### src/rtl/bike_mult_sequencer.sv
// bike_mult_sequencer: issues operand addresses for a block-wise BIKE
// polynomial multiply. The outer loop is the column and the inner loop is
// the row. The last-row flag and the column of each issue travel down a
// delay line that is as long as the datapath, so the result write lands
// when that column's accumulated word appears at the accumulator output.
module bike_mult_sequencer #(
   parameter int SIZE       = 5,
   parameter int NUM_BLOCKS = 20,
   parameter int PIPE_LAT   = 2
) (
   input  logic            clk,
   input  logic            resetn,
   input  logic            start,
   input  logic            stall,
   output logic            busy,
   output logic            done,
   output logic            issue_valid,
   output logic [SIZE-1:0] addr_a,
   output logic [SIZE-1:0] addr_b,
   output logic            acc_clr,
   output logic            res_we,
   output logic [SIZE-1:0] res_addr
);

   typedef enum logic [1:0] {
      S_IDLE,
      S_MULT,
      S_FLUSH,
      S_DONE
   } state_t;

   localparam logic [SIZE-1:0] LAST_IDX   = SIZE'(NUM_BLOCKS - 1);
   // One extra bit so that col+row cannot overflow, even when NUM_BLOCKS == 2^SIZE.
   localparam logic [SIZE:0]   NB_EXT     = (SIZE+1)'(NUM_BLOCKS);
   localparam int              FCW        = 4;
   localparam logic [FCW-1:0]  FLUSH_LAST = FCW'(PIPE_LAT - 1);

   state_t          state_q;
   logic [SIZE-1:0] row_q;
   logic [SIZE-1:0] col_q;
   logic [SIZE-1:0] addr_b_q;
   logic [FCW-1:0]  flush_cnt_q;
   logic            busy_q;
   logic            done_q;

   logic            issue;
   logic            last_row;
   logic            last_col;
   logic            last_issue;
   logic [SIZE-1:0] row_d;
   logic [SIZE-1:0] col_d;
   logic [SIZE-1:0] addr_b_d;
   logic [SIZE:0]   sum_ext;

   assign issue      = (state_q == S_MULT) & ~stall;
   assign last_row   = (row_q == LAST_IDX);
   assign last_col   = (col_q == LAST_IDX);
   assign last_issue = issue & last_row & last_col;

   // Next row/col after this cycle's issue, and the matching rotated B address.
   always_comb begin
      row_d    = row_q;
      col_d    = col_q;
      sum_ext  = '0;
      addr_b_d = '0;
      if (issue) begin
         if (last_row) begin
            row_d = '0;
            col_d = last_col ? '0 : col_q + 1'b1;
         end else begin
            row_d = row_q + 1'b1;
         end
      end
      sum_ext = {1'b0, row_d} + {1'b0, col_d};
      if (sum_ext >= NB_EXT) begin
         addr_b_d = SIZE'(sum_ext - NB_EXT);
      end else begin
         addr_b_d = sum_ext[SIZE-1:0];
      end
   end

   // Control FSM with counters and registered busy/done.
   always_ff @(posedge clk) begin
      if (!resetn) begin
         state_q     <= S_IDLE;
         row_q       <= '0;
         col_q       <= '0;
         addr_b_q    <= '0;
         flush_cnt_q <= '0;
         busy_q      <= 1'b0;
         done_q      <= 1'b0;
      end else begin
         row_q    <= row_d;
         col_q    <= col_d;
         addr_b_q <= addr_b_d;
         done_q   <= 1'b0;
         case (state_q)
            S_IDLE: begin
               if (start) begin
                  state_q <= S_MULT;
                  busy_q  <= 1'b1;
               end
            end
            S_MULT: begin
               if (last_issue) begin
                  state_q     <= S_FLUSH;
                  flush_cnt_q <= '0;
               end
            end
            S_FLUSH: begin
               // Stall is deliberately ignored here: the datapath drains on a fixed schedule.
               if (flush_cnt_q == FLUSH_LAST) begin
                  state_q <= S_DONE;
                  busy_q  <= 1'b0;
                  done_q  <= 1'b1;
               end else begin
                  flush_cnt_q <= flush_cnt_q + 1'b1;
               end
            end
            S_DONE: begin
               state_q <= S_IDLE;
            end
            default: begin
               state_q <= S_IDLE;
               busy_q  <= 1'b0;
            end
         endcase
      end
   end

   // The delay line has PIPE_LAT stages, and the final stage drives res_we/res_addr directly.
   genvar gi;
   generate
      for (gi = 0; gi < PIPE_LAT; gi++) begin : g_dl
         logic            stg_flag_q;
         logic [SIZE-1:0] stg_col_q;
         logic            stg_flag_d;
         logic [SIZE-1:0] stg_col_d;

         if (gi == 0) begin : g_head
            assign stg_flag_d = issue & last_row;
            assign stg_col_d  = col_q;
         end else begin : g_tail
            assign stg_flag_d = g_dl[gi-1].stg_flag_q;
            assign stg_col_d  = g_dl[gi-1].stg_col_q;
         end

         // Each stage shifts every cycle; stall only gates what enters stage 0.
         always_ff @(posedge clk) begin
            if (!resetn) begin
               stg_flag_q <= 1'b0;
               stg_col_q  <= '0;
            end else begin
               stg_flag_q <= stg_flag_d;
               stg_col_q  <= stg_col_d;
            end
         end
      end
   endgenerate

   assign busy        = busy_q;
   assign done        = done_q;
   assign issue_valid = issue;
   assign acc_clr     = issue & (row_q == '0);
   assign addr_a      = row_q;
   assign addr_b      = addr_b_q;
   assign res_we      = g_dl[PIPE_LAT-1].stg_flag_q;
   assign res_addr    = g_dl[PIPE_LAT-1].stg_col_q;

endmodule

### config.mk
export PLATFORM = sky130hd
export DESIGN_NAME = bike_mult_sequencer
export DESIGN_NICKNAME = d
export VERILOG_FILES = /design/src/rtl/bike_mult_sequencer.sv
export SDC_FILE = /design/constraint.sdc
export NUM_CORES = 1
export LEC_CHECK = 0
export CAP_MARGIN = 10
export CORE_UTILIZATION = 49
export DETAILED_ROUTE_END_ITERATION = 7
export HOLD_SLACK_MARGIN = 0.15
export PLACE_DENSITY = 0.73
export SYNTH_ARGS = -nofsm -noshare
export SYNTH_HDL_FRONTEND = slang
export SYNTH_SLANG_ARGS = --single-unit
### constraint.sdc
create_clock -name clk -period 10.35 [get_ports clk]
set_input_delay 3.105 -clock clk [delete_from_list [all_inputs] [get_ports clk]]
set_output_delay 3.105 -clock clk [all_outputs]
set_load 0.005 [all_outputs]
== Word-level counts from Yosys, hierarchy flattened ==
Cells that the tools add are included.

* $add $sub $neg: 5
* Order comparisons: 1
* Eq/ne operators: 10
* Muxes and demuxes: 17
* Bitwise logic cells: 5
* Reduce and logical (&&, ||, !) cells: 8

{| class="wikitable"
|+ Operator list
! cell !! count
|-
| 5-bit two-way mux || 6
|-
| 5-bit by 1-bit adder with 5-bit output (second input constant) || 2
|-
| 5-bit == test (second input constant) || 2
|-
| 3-bit AND reduction || 3
|-
| 4-bit two-way mux || 2
|-
| 2-bit inequality test (second input constant) || 4
|-
| 2-bit case mux with 4 select lines || 1
|-
| 4-bit case mux with 2 select lines || 1
|-
| 5-bit by 5-bit adder with 6-bit output || 1
|-
| 6-bit by 5-bit >= comparator with 1-bit output (second input constant) || 1
|-
| 2-bit two-way mux || 3
|-
| 5-bit logical NOT || 1
|-
| 5-bit subtractor (second input constant) || 1
|-
| 4-bit by 1-bit adder with 4-bit output (second input constant) || 1
|-
| 1-bit bitwise AND || 4
|-
| 2-bit == test (second input constant) || 2
|-
| 4-bit by 1-bit == test with 1-bit output (second input constant) || 1
|-
| 2-bit nonzero test || 2
|-
| 1-bit two-way mux || 3
|-
| 2-bit by 1-bit == test with 1-bit output (second input constant) || 1
|-
| 2-bit logical NOT || 1
|-
| 1-bit case mux with 2 select lines || 1
|-
| 2-bit AND reduction || 1
|-
| 1-bit inverter || 1
|}

* Register bits after elaboration: 35
* Input bits: 4
* Output and inout port bits: 20
* Logic and storage cells: 57

== Depth between registers and ports, before layout ==
Gate-level depths: netlist of run 1.

* Depth in word-level cells: 7
* Gate-level depth with buffers: 16
* Depth with buffers taken out: 15

== Worst setup path before layout of run 1 ==
Ideal clock, no wire load.

* Path kind: input-to-output
* From: input port stall
* To: output port acc_clr
* Arrival: 3.869 ns
* Data required time: 7.245 ns
* Slack: 3.376 ns
* Stages: 2
* Buffers on the path: 0
* Path through: or4b_4 > nor3b_1

* Cells in the longest elaborated chain, start to end: 3

{| class="wikitable"
|+ RTL lines
! element !! RTL line !! source
|-
| from (decl) || 14 || <nowiki>input logic stall,</nowiki>
|-
| 1-bit inverter || 55 || <nowiki>assign issue = (state_q == S_MULT) & ~stall;</nowiki>
|-
| 1-bit bitwise AND || 55 ||
|-
| 1-bit bitwise AND || 164 || <nowiki>assign acc_clr = issue & (row_q == '0);</nowiki>
|-
| to (decl) || 20 || <nowiki>output logic acc_clr,</nowiki>
|}

No other way between the ends.

== Final worst setup path of run 1 ==
Ends and elaborated chain as after synthesis.

==> metrics.txt, run 1 <==
Root Buffer Master clkbuf_4; P&R area growth vs syn 18.3%; adder-cell share of the synthesized area 0.128; chip height 61.4 um; Worst-Skew Late Latency 0.35 ns; TritonCTS clock tree built; initial antenna violation count 0; Die Width 61.4 um; CP max FO 5; clk slew on worst S/H paths 0.09 ns; Peak VDD IR 112 uV; Total GRT Usage 0.191; max incr delay on CP 0.54 ns; via count 1285; WL per Instance 11.5 um; Slew HR 0.487; Worst-Margin Slew 0.768 ns; share of post-route cells with drive strength above 1 0.0794; crit path buf inv count 2; Syn. warnings 0; Synth cell types 40; Hold Buf Count CTS 0; core box area 3360 um2; Num Clock Sinks 35; top cell type by total area after synthesis dfxtp_1; ANT nets after route 0; Clock Path Buffers 2; asr flop ratio synth 0; fin crit share 0.767; startpoint types input port; crit-path cells clkdlybuf4s50_1 > or4b_4 > nor3b_1 > clkdlybuf4s50_1; TritonCTS Buffers 5; Final nets 234; placed cell area 1990 um2; skew final 0.0123 ns; Synth Flop Type dfxtp_1; Hold Fails Final Rpt 0; first-pass GRT wire length 5.09 mm; Worst EP arrival 4.84 ns; Synth Area in Simple Gates 0.240; DRT Pass-1 Iters 4; mux cell area share after synthesis 0.0543; CP max stage cell or4b_4; fmax 0.126 GHz; ANT cells 0; top cells by area, synth dfxtp_1, ha_1, and2_1; Post-synth EDFFs 0; #FFs+latches synth 35; Setup Crit Path Kind input port to output pin; cell area after synthesis 1730 um2; Vias/cell 4.94; port bufs 23; Reg2Reg Depth 14; Synth top area share 0.406; Stages on worst setup path 4; setup violators final 0; I/O Pins 24; post-cts resize count 0; die area 3770 um2; Starting Density 0.513; total wire length 3.00 mm; post-DP HPWL 2.27 mm; grt ovf 0; maxcap violations 0; Avg Cell Area, Syn 9.14 um2; highest-count cells in the layout ignoring fill and taps dfxtp_1, clkdlybuf4s50_1, nor2_1, and2_1; status complete, no violations; vias in the first global route 1227; Post-Route Setup TNS 0 ns; Cell Count, Final, Fillers Out 260; Crit path max-delay family buffers and inverters; HP Class register to register; gp weighted congestion 0.830; Synth Area in Compound Gates 0.107; most used cell, CP clkdlybuf4s50_1; PD cells 147 nW/um2; initial drt markers 31; DRC 0; Tmin final 7.94 ns; CP Capture Type output pin; most common cell after layout, fill and taps aside dfxtp_1; Hold Crit Depth 1; H-tree depth 2; Mapped Cells 189; Max Slew Vio Count 0; # rows 21; Placed Cells 252; largest family of logic cells by synthesized area simple AND/OR/NAND/NOR gates; largest net degree at the start of global routing 29; sequential area share after synthesis 0.406; post-synthesis net count 210; fill cell count 313; Worst EP required 7.25 ns; Synth Area in XOR/XNOR 0.0254; RSZ-0062 raised after global routing false; P_leak 0.851 nW; Setup Fix Bufs, Post-CTS 0; final instance area 2040 um2
[worst paths after layout]
| kind | end | startpoint | slack (ns) |
|---|---|---|---|
| worst max-delay path | acc_clr | stall | 2.41 |
| worst max register to register | addr_b[3] | state_q[1] | 6.37 |
| worst min register to register | res_addr[2] | g_dl[0].stg_col_q[2] | 0.44 |
| worst min-delay path | res_addr[2] | g_dl[0].stg_col_q[2] | 0.44 |
[cells by family after synthesis]
| logic type | after synthesis |
|---|---|
| simple gates | 78 |
| compound gates | 27 |
| mux | 9 |
| flops | 35 |
| xor+xnor | 5 |
| buf+inv | 18 |
| fa+ha+maj | 17 |
[final cells by class]
class | instances | area, um2 | area share
multi-input combinational | 136 | 957 | 0.468
sequential | 35 | 701 | 0.343
timing repair buffer | 23 | 230 | 0.113
tap | 46 | 57.6 | 0.0282
inverter | 12 | 45.0 | 0.0220
clock buffer | 5 | 37.5 | 0.0184
clock inverter | 3 | 15.0 | 0.00735
[cell usage after synthesis, types with 2 or more instances]
master	n
nand4_1	2
xnor2_1	4
o211ai_1	2
or3_1	2
inv_1	12
mux2i_1	6
clkbuf_1	4
a21oi_1	9
nor2b_1	2
nor3b_1	3
dfxtp_1	35
ha_1	16
nand2b_1	3
nand3_1	3
or2_2	2
nor2_1	19
nor3_1	2
o21ai_0	6
and2_1	19
mux2_2	3
nand2_1	16
[layer usage]
| metal | track usage | wire length [um] |
|---|---|---|
| met1 | 0.194 | 1300 |
| met2 | 0.345 | 1510 |
| met3 | 0.0504 | 89 |
| met4 | 0.121 | 102 |
| met5 | 0 | 0 |
[state kept, by name (all words and copies together), names as in the netlist]
register / count
addr_b: 5
g_dl.stg_col_q: 5
g_dl.stg_flag_q: 1
res_addr: 5
col_q: 5
addr_a: 5
done: 1
busy: 1
state_q: 2
flush_cnt_q: 4
res_we: 1
[where the power goes]
part / switching, mW / internal [mW]
sequential: 0.00564 / 0.142
clock: 0.0447 / 0.0252
combinational: 0.0450 / 0.0384
total: 0.0953 / 0.206
[stage by stage]
| stage | hold slack [ns] | setup slack [ns] | utilization | power [mW] |
|---|---|---|---|---|
| 2_1_floorplan | 0.412 | 3.38 | - | 0.210 |
| 3_3_place_gp | 0.414 | 2.45 | 0.592 | 0.231 |
| 3_5_place_dp | 0.419 | 2.40 | 0.592 | 0.236 |
| 4_1_cts | 0.444 | 2.40 | 0.608 | 0.305 |
| 5_1_grt | 0.466 | 2.37 | 0.608 | 0.322 |
| 6_report | 0.441 | 2.41 | 0.608 | 0.301 |
Note: power is estimated with default switching activity, not from simulation.
==> run 2: changes to the inputs <==
clock period = 7.9 ns   (was 10.35 ns; I/O delays follow)
==> run 2 against run 1 <==
Against the previous run: global-route usage up 0.93 points; routed wire length up 6.9%; via count up 4.3%; critical path type unchanged; setup slack worse by 1.0 ns; count of clock-buffer cells in the layout up 1; combinational power up 35%; die area unchanged; first-iteration DRC count down 29%; sequential power up 30%; sequential share of layout area down 0.063 points; critical endpoint unchanged; register-to-register slack worse by 2.5 ns; total power up 34%.
==> metrics.txt, run 2 (synthesized netlist as in run 1, its figures left out) <==
status complete, no violations; first-pass GRT wire length 5.25 mm (+3.2%); post-cts resize count 0 (unchanged); TritonCTS clock tree built; fin util 0.609 (+0.00112); setup violators final 0 (unchanged); grt ovf 0 (unchanged); Worst EP required 5.53 ns (-1.72 ns); met2 Use GR 0.374 (+0.0295); pre-CTS setup slack 1.37 ns (-1.03 ns); highest-count cells in the layout ignoring fill and taps dfxtp_1, clkdlybuf4s50_1, nor2_1, and2_1; Hold Buf Count CTS 0 (unchanged); port bufs 23 (unchanged); Final nets 234 (unchanged); Setup Fix Bufs, Post-CTS 0 (unchanged); worst hold path startpoint g_dl[0].stg_col_q[0]; fin crit share 0.824; busiest grt layer met2; Hold Fails Final Rpt 0 (unchanged); total wire length 3.21 mm (+6.9%); Clock Path Buffers 2 (unchanged); # rows 21 (unchanged); skew final 0.00599 ns (-0.00627 ns); PD cells 198 nW/um2 (+34%); share of post-route cells with drive strength above 1 0.0751 (-0.00432); hold_ws 0.442 ns (+0.00107 ns); I/O Pins 24 (unchanged); RSZ-0062 raised after global routing false; Worst Hold End res_addr[0]; worst r2r src state_q[1]; Vias/cell 5.17 (+4.7%); Setup Crit Path Kind input port to output pin; die area 3770 um2 (unchanged); Tmin final 6.51 ns; WL per Instance 12.4 um (+7.3%); Worst-Skew Late Latency 0.34 ns (about the same); chip height 61.4 um (unchanged); H-tree depth 2 (unchanged); Max Slew Vio Count 0 (unchanged); ANT cells 0 (unchanged); clk slew on worst S/H paths 0.09 ns (about the same); P&R area growth vs syn 18.6%; fill cell count 318 (+1.6%); P_leak 0.850 nW (about the same); ANT nets after route 0 (unchanged); maxcap violations 0 (unchanged); Reg2Reg Capture Point addr_b[3]; Root Buffer Master clkbuf_4; largest net degree at the start of global routing 29 (unchanged); Worst-Margin Slew 0.773 ns (+0.00528 ns); startpoint types input port; Reg2Reg Depth 14 (unchanged); Slew HR 0.483 (-0.00353); via count 1340 (+4.3%); gp weighted congestion 0.816 (-1.6%); HP Class register to register; initial drt markers 22 (-29%); DRC 0 (unchanged); Post-Route Setup TNS 0 ns (unchanged); Die Width 61.4 um (unchanged); Worst EP arrival 4.14 ns (-0.70 ns); CP max FO 5 (unchanged); post-DP HPWL 2.42 mm (+6.6%); vias in the first global route 1289 (+5.1%); Num Clock Sinks 35 (unchanged); final worst slack 1.39 ns (-1.02 ns); Hold Crit Depth 1 (unchanged); R2R setup slack 3.86 ns (-2.51 ns); CP Capture Type output pin; most common cell after layout, fill and taps aside dfxtp_1; Peak VDD IR 146 uV (+30%); initial antenna violation count 0 (unchanged); DRT Pass-1 Iters 4 (unchanged); TritonCTS Buffers 5 (unchanged); core box area 3360 um2 (unchanged); M1 GR Usage 0.189 (-0.00486); met3 Use GR 0.0756 (+0.0252); Starting Density 0.513 (unchanged); fmax 0.154 GHz; Total GRT Usage 0.200 (+0.00931)
==> run 2: cell count changes in the layout (fill, tap and decap cells not counted), sizes merged <==
| cell | delta |
|---|---|
| clkinv | -2 |
| clkbuf | +1 |
==> run 2: critical path, cell delays in order <==
cell	delay (ns)
clkdlybuf4s50_1	0.42
or4b_4	0.54
nor3b_1	0.25
clkdlybuf4s50_1	0.56
==> run 2: worst max path at each step <==
stage / slack (ns) / startpoint / cells after the start / end
after floorplan: 2.40 / stall / 2 / acc_clr
after global placement: 1.48 / stall / 4 / acc_clr
after detailed placement: 1.37 / stall / 4 / acc_clr
after CTS: 1.37 / stall / 4 / acc_clr
after global routing: 1.35 / stall / 4 / acc_clr
final: 1.39 / stall / 4 / acc_clr
==> run 2: area by class of cell <==
cell class / count / area (um2) / area share
Tap cell: 46 / 57.6 / 0.0281
Timing Repair Buffer: 23 / 230 / 0.112
Multi-Input combinational cell: 136 / 957 / 0.468
Sequential cell: 35 / 701 / 0.342
Inverter: 12 / 45.0 / 0.0220
Clock inverter: 1 / 5.00 / 0.00244
Clock buffer: 6 / 51.3 / 0.0251
==> run 2: routing by layer <==
metal | part of all wire | wire [um]
met1 | 0.40 | 1280
met2 | 0.54 | 1720
met3 | 0.037 | 119
met4 | 0.029 | 94
met5 | 0 | 0
==> run 2: per-stage QoR <==
step                power (mW)  instances  instance area [um2]
global route             0.432        259                 2050
finish                   0.405        259                 2050
floorplan                0.275        189                 1730
global placement         0.303        252                 1990
CTS                      0.410        259                 2050
detailed placement       0.310        252                 1990
==> run 2: where the power goes <==
part / internal (mW) / switching [mW] / total [mW]
Sequential: 0.186 / 0.00667 / 0.193
Combinational: 0.0509 / 0.0618 / 0.113
Clock: 0.0412 / 0.0579 / 0.0991
Total: 0.279 / 0.126 / 0.405
==> run 3: changes to the inputs <==
CORE_UTILIZATION = 48   (was 49)
PLACE_DENSITY = 0.74   (was 0.73)
clock period = 5.8 ns   (was 7.9 ns; I/O delays follow)
==> run 3 against run 2 <==
Against the previous run: via count fell by 0.97%; cell area rose by 2.4%; sequential power rose by 36%; core utilization rose by 0.97 points; largest power group unchanged.
==> metrics.txt, run 3 (synthesized netlist as in run 1, its figures left out) <==
pre-CTS setup slack 0.347 ns (-1.02 ns); worst hold path startpoint g_dl[0].stg_flag_q; core box area 3390 um2 (+0.78%); port bufs 23 (unchanged); Clk pwr share 0.348 (+0.103); Num Clock Sinks 35 (unchanged); skew final 0.0114 ns (+0.00536 ns); Pint 457 uW (+64%); status complete, no violations; P&R area growth vs syn 21.4%; I/O Pins 24 (unchanged); Worst-Margin Slew 0.835 ns (+0.0622 ns); max incr delay on CP 0.54 ns (-0.02 ns); Starting Density 0.509 (-0.00398); Vias/cell 5.10 (-1.4%); crit path from stall; grt ovf 0 (unchanged); placed cell area 1990 um2 (unchanged); CP max stage cell or4b_4; ANT nets after route 0 (unchanged); Peak VDD IR 219 uV (+50%); Crit path max-delay family buffers and inverters; Post-Route Setup TNS 0 ns (unchanged); Reg power frac 0.416 (-0.061); hold_ws 0.443 ns (+0.00132 ns); first-pass GRT wire length 5.32 mm (+1.3%); P_leak 0.867 nW (+2.0%); Combinational Power Share 0.236 (-0.042); startpoint types input port; TritonCTS Buffers 5 (unchanged); highest-count cells in the layout ignoring fill and taps dfxtp_1, clkdlybuf4s50_1, nor2_1, and2_1; Psw 176 uW (+39%); initial drt markers 57 (+160%); ANT cells 0 (unchanged); total wire length 3.17 mm (-1.2%); PD cells 302 nW/um2 (+53%); initial antenna violation count 0 (unchanged); maxcap violations 0 (unchanged); Die Width 62.0 um (+1.0%); Max Slew Vio Count 0 (unchanged); chip height 62.0 um (+1.0%); Slew HR 0.441 (-0.0416); HP Class register to register; Worst EP required 4.06 ns (-1.47 ns); most used cell, CP clkdlybuf4s50_1; RSZ-0062 raised after global routing false; WL per Instance 12.2 um (-1.6%); H-tree depth 2 (unchanged); area occupied by registers 701 um2 (unchanged); share of post-route cells with drive strength above 1 0.0794 (+0.00432); vias in the first global route 1292 (+0.23%); Hold Fails Final Rpt 0 (unchanged); Final nets 234 (unchanged); clk slew on worst S/H paths 0.10 ns (about the same); fmax 0.192 GHz; DRT Pass-1 Iters 4 (unchanged); TritonCTS clock tree built; DRC 0 (unchanged); die area 3840 um2 (+2.0%); Clock Path Buffers 2 (unchanged); via count 1327 (-0.97%); final instance area 2100 um2 (+2.4%); fin crit share 0.898; largest net degree at the start of global routing 29 (unchanged); footprint of the multi-input gates 957 um2 (unchanged); worst r2r src state_q[1]; CP max FO 5 (unchanged); Setup Crit Path Kind input port to output pin; post-cts resize count 0 (unchanged); post-DP HPWL 2.36 mm (-2.5%); Worst EP arrival 3.47 ns (-0.67 ns); Total GRT Usage 0.195 (-0.00484); Design Power 632 uW (+56%); Sw Share 0.278 (-0.0343); setup violators final 0 (unchanged); gp weighted congestion 0.755 (-7.5%); final worst slack 0.591 ns (-0.802 ns); # rows 21 (unchanged); Tmin final 5.21 ns; crit path buf inv count 2 (unchanged); CP Capture Type output pin; Root Buffer Master clkbuf_4; fill cell count 272 (-14%); Hold Buf Count CTS 0 (unchanged); crit-path cells clkdlybuf4s50_1 > or4b_4 > nor3b_1 > clkdlybuf4s50_1; most common cell after layout, fill and taps aside dfxtp_1; Setup Fix Bufs, Post-CTS 0 (unchanged); Worst-Skew Late Latency 0.35 ns (about the same)
## run 3: layout make-up
cell class              count  share of cell area
clock buffers               5              0.0179
well taps                  46              0.0275
flip-flops and latches     35               0.334
repair buffers             23               0.110
multi-input cells         136               0.457
clock inverters             3              0.0322
inverters                  12              0.0215
## run 3: worst register-to-register path, cell delays in order (launching register included)
cell and delay (ns):
dfxtp_1 0.34, inv_1 0.10, ha_1 0.29, or4b_4 0.54, nor2_1 0.35, mux2i_1 0.38, inv_1 0.08, ha_1 0.27
a211oi_1 0.30, nor2_1 0.10, xnor2_1 0.28, ha_1 0.25, o21ai_0 0.10, a21boi_0 0.32, mux2i_1 0.23
## run 3: layer usage
layer,GRT usage,wire length [um],vias to the layer above
met2,0.368,1660,19
met4,0.0762,57,0
met3,0.0642,102,5
met5,0,0,-
li1,-,-,676
met1,0.196,1350,627
## run 3: worst paths after layout
path | to | slack (ns) | depth (start not counted)
worst max register to register | addr_b[2] | 1.80 | 14
worst min register to register | res_we | 0.44 | 1
worst min-delay path | res_we | 0.44 | 1
worst max-delay path | acc_clr | 0.59 | 4
## run 3: stage by stage
step / util / instances
3_5_place_dp: 0.587 / 252
3_3_place_gp: 0.587 / 252
4_1_cts: 0.618 / 260
5_1_grt: 0.618 / 260
2_1_floorplan: - / 189
6_report: 0.618 / 260
## run 3: power groups by stage
| stage | clock network [mW] | registers [mW] | logic (mW) |
|---|---|---|---|
| after global placement | 0 | 0.268 | 0.146 |
| final | 0.220 | 0.263 | 0.149 |
| after floorplan | 0 | 0.268 | 0.106 |
| after detailed placement | 0 | 0.269 | 0.150 |
| after global routing | 0.235 | 0.265 | 0.169 |
| after CTS | 0.227 | 0.263 | 0.151 |
